$ cat src/rtl/byte_lane_sequencer_pkg.sv
// rtl/byte_lane_sequencer_pkg.sv - shared types, constants and width helpers for byte_lane_sequencer
package byte_lane_sequencer_pkg;

  typedef enum logic [2:0] {
    IDLE   = 3'd0,
    SETUP  = 3'd1,
    WAIT   = 3'd2,
    SAMPLE = 3'd3,
    NEXT   = 3'd4,
    DONE   = 3'd5
  } state_t;

  // Byte returned for lanes that were never read or were aborted on timeout
  localparam logic [7:0] FILL_BYTE = 8'hff;

  function automatic int lanes_of(input int data_w);
    return data_w / 8;
  endfunction

  function automatic int lane_w_of(input int lanes);
    return (lanes <= 2) ? 1 : $clog2(lanes);
  endfunction

  // Enough bits to hold the timeout count itself; 1 bit minimum when disabled
  function automatic int to_w_of(input int timeout);
    return (timeout <= 1) ? 1 : $clog2(timeout + 1);
  endfunction

  function automatic int max_of(input int a, input int b);
    return (a > b) ? a : b;
  endfunction

endpackage

$ cat src/rtl/byte_lane_sequencer_lane_timer.sv
// rtl/byte_lane_sequencer_lane_timer.sv - loadable down-counter for wait states and sysrdy timeout
module byte_lane_sequencer_lane_timer #(
  parameter int W = 3
) (
  input  logic         clk,
  input  logic         reset_n,
  input  logic         en,
  input  logic         load,
  input  logic [W-1:0] load_val,
  input  logic         dec,
  output logic [W-1:0] count
);

  // Load wins over decrement; nothing moves on ticks without en
  always_ff @(posedge clk or negedge reset_n) begin
    if (!reset_n) begin
      count <= '0;
    end else if (en) begin
      if (load) begin
        count <= load_val;
      end else if (dec) begin
        count <= count - W'(1);
      end
    end
  end

endmodule

$ cat src/rtl/byte_lane_sequencer.sv
// rtl/byte_lane_sequencer.sv - splits a CPU word access into sequential byte cycles on the 8-bit bus
module byte_lane_sequencer
  import byte_lane_sequencer_pkg::*;
#(
  parameter int DATA_W  = 16,
  parameter int WS_W    = 3,
  parameter int TIMEOUT = 0
) (
  input  logic                             clk,
  input  logic                             reset_n,
  input  logic                             clk_en,
  input  logic                             start,
  input  logic                             memen,
  input  logic                             we,
  input  logic                             sysrdy,
  input  logic [WS_W-1:0]                  wait_states,
  input  logic [0:DATA_W-1]                q,
  input  logic [0:7]                       d8,
  output logic                             ready,
  output logic                             memen8,
  output logic [lane_w_of(lanes_of(DATA_W))-1:0] a_lo,
  output logic [0:7]                       q8,
  output logic [0:DATA_W-1]                d,
  output logic                             timeout_err
);

  localparam int LANES  = lanes_of(DATA_W);
  localparam int LANE_W = lane_w_of(LANES);
  localparam int TO_W   = to_w_of(TIMEOUT);
  localparam int CNT_W  = max_of(WS_W, TO_W);
  localparam logic [LANE_W-1:0] LAST_LANE = LANE_W'(LANES - 1);

  state_t              state, nxt;
  logic [LANE_W-1:0]   lane, lane_nxt;
  logic                t_load, t_dec;
  logic [CNT_W-1:0]    t_val, t_count;
  logic                cap_byte, fill_byte, err_set, err_clr;

  byte_lane_sequencer_lane_timer #(.W(CNT_W)) u_lane_timer (
    .clk      (clk),
    .reset_n  (reset_n),
    .en       (clk_en),
    .load     (t_load),
    .load_val (t_val),
    .dec      (t_dec),
    .count    (t_count)
  );

  // Next-state, lane stepping and timer control; memen low mid-sequence aborts to IDLE
  always_comb begin
    nxt       = state;
    lane_nxt  = lane;
    t_load    = 1'b0;
    t_dec     = 1'b0;
    t_val     = '0;
    cap_byte  = 1'b0;
    fill_byte = 1'b0;
    err_set   = 1'b0;
    err_clr   = 1'b0;
    case (state)
      IDLE: begin
        if (start) begin
          nxt      = SETUP;
          lane_nxt = LAST_LANE;
          err_clr  = 1'b1;
        end
      end
      SETUP: begin
        if (!memen) begin
          nxt      = IDLE;
          lane_nxt = LAST_LANE;
        end else if (wait_states == '0) begin
          nxt    = SAMPLE;
          t_load = 1'b1;
          t_val  = CNT_W'(TIMEOUT);
        end else begin
          nxt    = WAIT;
          t_load = 1'b1;
          t_val  = CNT_W'(wait_states);
        end
      end
      WAIT: begin
        if (!memen) begin
          nxt      = IDLE;
          lane_nxt = LAST_LANE;
        end else if (t_count == CNT_W'(1)) begin
          nxt    = SAMPLE;
          t_load = 1'b1;
          t_val  = CNT_W'(TIMEOUT);
        end else begin
          t_dec = 1'b1;
        end
      end
      SAMPLE: begin
        if (!memen) begin
          nxt      = IDLE;
          lane_nxt = LAST_LANE;
        end else if (sysrdy) begin
          nxt      = NEXT;
          cap_byte = !we;
        end else if (TIMEOUT != 0 && t_count == CNT_W'(1)) begin
          nxt       = NEXT;
          fill_byte = !we;
          err_set   = 1'b1;
        end else if (TIMEOUT != 0) begin
          t_dec = 1'b1;
        end
      end
      NEXT: begin
        if (!memen) begin
          nxt      = IDLE;
          lane_nxt = LAST_LANE;
        end else if (lane != '0) begin
          nxt      = SETUP;
          lane_nxt = lane - LANE_W'(1);
        end else begin
          nxt = DONE;
        end
      end
      DONE: begin
        if (!memen) begin
          nxt      = IDLE;
          lane_nxt = LAST_LANE;
        end
      end
      default: begin
        nxt      = IDLE;
        lane_nxt = LAST_LANE;
      end
    endcase
  end

  // State and lane register
  always_ff @(posedge clk or negedge reset_n) begin
    if (!reset_n) begin
      state <= IDLE;
      lane  <= LAST_LANE;
    end else if (clk_en) begin
      state <= nxt;
      lane  <= lane_nxt;
    end
  end

  // Byte data path: write byte chosen on SETUP entry, read bytes assembled big-endian, sticky abort flag
  always_ff @(posedge clk or negedge reset_n) begin
    if (!reset_n) begin
      q8          <= '0;
      d           <= '1;
      timeout_err <= 1'b0;
    end else if (clk_en) begin
      if (nxt == SETUP) begin
        q8 <= q[8*lane_nxt +: 8];
      end
      if (cap_byte) begin
        d[8*lane +: 8] <= d8;
      end else if (fill_byte) begin
        d[8*lane +: 8] <= FILL_BYTE;
      end
      if (err_clr) begin
        timeout_err <= 1'b0;
      end else if (err_set) begin
        timeout_err <= 1'b1;
      end
    end
  end

  assign ready  = (state == IDLE && !start) || (state == DONE);
  assign memen8 = (state == SETUP) || (state == WAIT) || (state == SAMPLE);
  assign a_lo   = lane;

endmodule

$ cat config.mk
export PLATFORM = sky130hd
export DESIGN_NAME = byte_lane_sequencer
export DESIGN_NICKNAME = d
export VERILOG_FILES = /design/src/rtl/byte_lane_sequencer_pkg.sv /design/src/rtl/byte_lane_sequencer_lane_timer.sv /design/src/rtl/byte_lane_sequencer.sv
export SDC_FILE = /design/constraint.sdc
export NUM_CORES = 1
export LEC_CHECK = 0
export BUFFER_PORTS_ARGS = -buffer_cell sky130_fd_sc_hd__buf_2
export CORE_ASPECT_RATIO = 0.6
export CORE_MARGIN = 2
export CORE_UTILIZATION = 40
export CTS_CLUSTER_SIZE = 30
export DETAILED_ROUTE_END_ITERATION = 6
export PLACE_DENSITY = 0.64
export SLEW_MARGIN = 15
export SYNTH_ARGS = -nofsm -noshare
export SYNTH_HDL_FRONTEND = slang
export SYNTH_SLANG_ARGS = --single-unit
$ cat constraint.sdc
create_clock -name clk -period 5.53 [get_ports clk]
set_clock_uncertainty 0.2 [all_clocks]
set_input_delay 0.553 -clock clk [delete_from_list [all_inputs] [get_ports clk]]
set_output_delay 0.553 -clock clk [all_outputs]
set_load 0.1 [all_outputs]
==> flow_summary.ini <==
[cells_and_area]
seqCellArea_um2 = 797.0
syn_to_final_growth_pct = 23.65
multi_input_area_um2 = 825.8
finalNetCount = 230
antenna_cells = 0
drive_above_1_share_pct = 61.03
finish.utilization_pct = 51.35
fillCellCount = 370

[power_and_ir_drop]
pwr-share-comb_pct = 55.5
power_frac_clock_pct = 14.1
seqPwrFrac_pct = 30.4
intPower_mw = 0.5449
power.switching_mw = 0.6285
p_leak_nw = 1.025
p_per_area_nw_per_um2 = 560.6
ir_drop_mv = 0.4430
finalPower_mw = 1.173
p_sw_share_pct = 53.56

[yosys]
ys.flop_type = dfstp_2
yosys.area.top_type = dfstp_2
synthDominantCellAreaShare_pct = 26.39
synthCells = 137
ys_ff_latch = 31
synth_edf_count = 0
synthesis.nets = 173
yosysMostFrequentCell = dfstp_2
yosys-top-cells-area = dfstp_2, dfrtp_1, mux2_4
yosys_warnings = 0
synth_area_um2 = 1693
synthTopCellsByCount = dfstp_2, mux2_2, mux2_4
async_reset_ff_share_pct = 100.0
synth-seq-area-share_pct = 47.08
synth_cell_types = 37
syn_area_per_cell_um2 = 12.36

[placed_design]
port_buffers = 60
place.gp.congestion = 0.8061
dpl.hpwl_um = 2547

[floorplan]
rows = 18
die_h_um = 54.39
start_util_pct = 41.53
die_area_um2 = 4786
boundaryPins = 62
die_x_um = 87.99
core_um2 = 4076

[drt]
routedWlPerCell_um = 13.14
drc = 0
top_layer = met4
wl_met3_um = 264
dr_total_vias = 1212
vias_per_cell = 4.753
postRouteAntennaNets = 0
routed-wl-met2_um = 1435
drt_iter0_drc = 44
wl_met1_um = 1622
wl_um = 3350
dr.pass1.iters = 4

[grt]
antenna_found_initial = 0
gr-total-overflow = 0
grt_pass1_vias = 1164
grt.total_usage_pct = 15.24
grt_start_max_net_pins = 32
grt_pass1_wl_um = 5223

[cts]
clock-root-buffer = clkbuf_8
post_cts_resized = 0
htree_levels = 2
cts.clk_slew.worst_paths_ns = 0.06
tritoncts = yes
cts_setup_buffers = 0
clockBufferDepth = 2
numCtsBuffers = 5
cts.sinks = 31
cts-hold-fix-buffers = 0
worstSkewPairLatency_ns = 0.28

[timing]
fin_crit_sh_pct = 48.52
tightest_slew_ns = 0.9057
fin_hold_ws_ns = 0.1123
clock.fmax_ghz = 0.3727
slew_headroom_pct = 38.75
setup_viol_count_final = 0
rsz0062_at_grt = no
finalHoldViolCount = 0
finalCriticalPeriod_ns = 2.683
fin_tns_setup_ns = 0
slew_viol_final = 0

[critical_path]
rr_startpoint = state[0]$_DFFE_PN0P_
path_class = flop to flop
r2r_cells = 4
cp_max_fo = 16
arrival_ns = 2.68
critPathLaunchType = flop
timing.rr.end = d[2]$_DFFE_PN1P_
worstPathRequired_ns = 5.52
cp-end-kind = flop
r2r_slack_ns = 2.85

[status]
outcome = complete, no violations

[run]
cap_violations = 0

[hold_path]
holdCritPathClass = input pin to asynchronous set/reset pin
cells by family after synthesis:
| logic type | share of synthesized area, % |
|---|---|
| AO/OA/AOI/OAI | 9.978 |
| XOR/XNOR | 1.035 |
| other | 0.2215 |
| adder cells (fa/ha/maj) | 1.478 |
| buffers and inverters | 4.508 |
| flip-flops | 47.08 |
| AND/OR/NAND/NOR | 10.27 |
| multiplexers | 25.42 |
layer usage:
| metal | GRT usage (%) | vias to the layer above |
|---|---|---|
| met5 | 0 | - |
| met4 | 8.205 | 0 |
| met3 | 6.637 | 4 |
| met2 | 22.60 | 46 |
| met1 | 18.98 | 564 |
| li1 | - | 598 |
registers in the layout, indices dropped and copies added, names as in the netlist:
register	cells
d	16
state	3
a_lo	1
u_lane_timer.count	3
q8	8
worst max-delay path, stage by stage, from the launching register on:
cell	delay, ns
dfrtp_1	0.63
nand3_1	0.17
nor3b_1	0.31
nor4bb_2	0.86
mux2_2	0.42
cell usage in the layout (no fill, tap or decap), types with 2 or more instances in the layout:
| master | n |
|---|---|
| a21oi_1 | 5 |
| buf_2 | 60 |
| clkbuf_1 | 3 |
| clkbuf_8 | 5 |
| dfrtp_1 | 14 |
| dfstp_2 | 17 |
| ha_1 | 2 |
| inv_1 | 3 |
| mux2_2 | 16 |
| mux2_4 | 16 |
| nand2_1 | 8 |
| nand2b_1 | 2 |
| nand3_1 | 2 |
| nor2_1 | 5 |
| nor2b_1 | 3 |
| nor3_1 | 2 |
| nor3b_1 | 2 |
| o21a_1 | 2 |
| o21ai_0 | 9 |
| xor2_1 | 2 |
through the flow:
step / cell area (µm²) / setup WS (ns) / std cells
global route: 2093 / 2.577 / 255
finish: 2093 / 2.847 / 255
global placement: 2013 / 2.927 / 247
floorplan: 1693 / 2.658 / 137
detailed placement: 2013 / 2.833 / 247
CTS: 2093 / 2.800 / 255
worst max path at each step:
stage	slack, ns	from	endpoint
after floorplan	2.66	state[0]$_DFFE_PN0P_	ready
after global placement	2.93	state[0]$_DFFE_PN0P_	d[3]$_DFFE_PN1P_
after detailed placement	2.83	state[0]$_DFFE_PN0P_	d[2]$_DFFE_PN1P_
after CTS	2.80	state[0]$_DFFE_PN0P_	d[2]$_DFFE_PN1P_
after global routing	2.58	state[0]$_DFFE_PN0P_	d[2]$_DFFE_PN1P_
final	2.85	state[0]$_DFFE_PN0P_	d[2]$_DFFE_PN1P_
final cells by class:
class,count,share of cell area (%)
multi-input cells,92,39.45
flip-flops and latches,31,38.08
repair buffers,60,14.35
clock buffers,8,3.825
inverters,4,0.7173
well taps,60,3.586
power by group through the flow:
stage / Combinational, mW / Sequential, mW / Clock, mW
detailed placement: 0.655 / 0.358 / 0
global route: 0.679 / 0.367 / 0.185
floorplan: 0.201 / 0.720 / 0
global placement: 0.649 / 0.356 / 0
CTS: 0.655 / 0.358 / 0.173
finish: 0.651 / 0.357 / 0.166
Note: power is estimated with default switching activity, not from simulation.
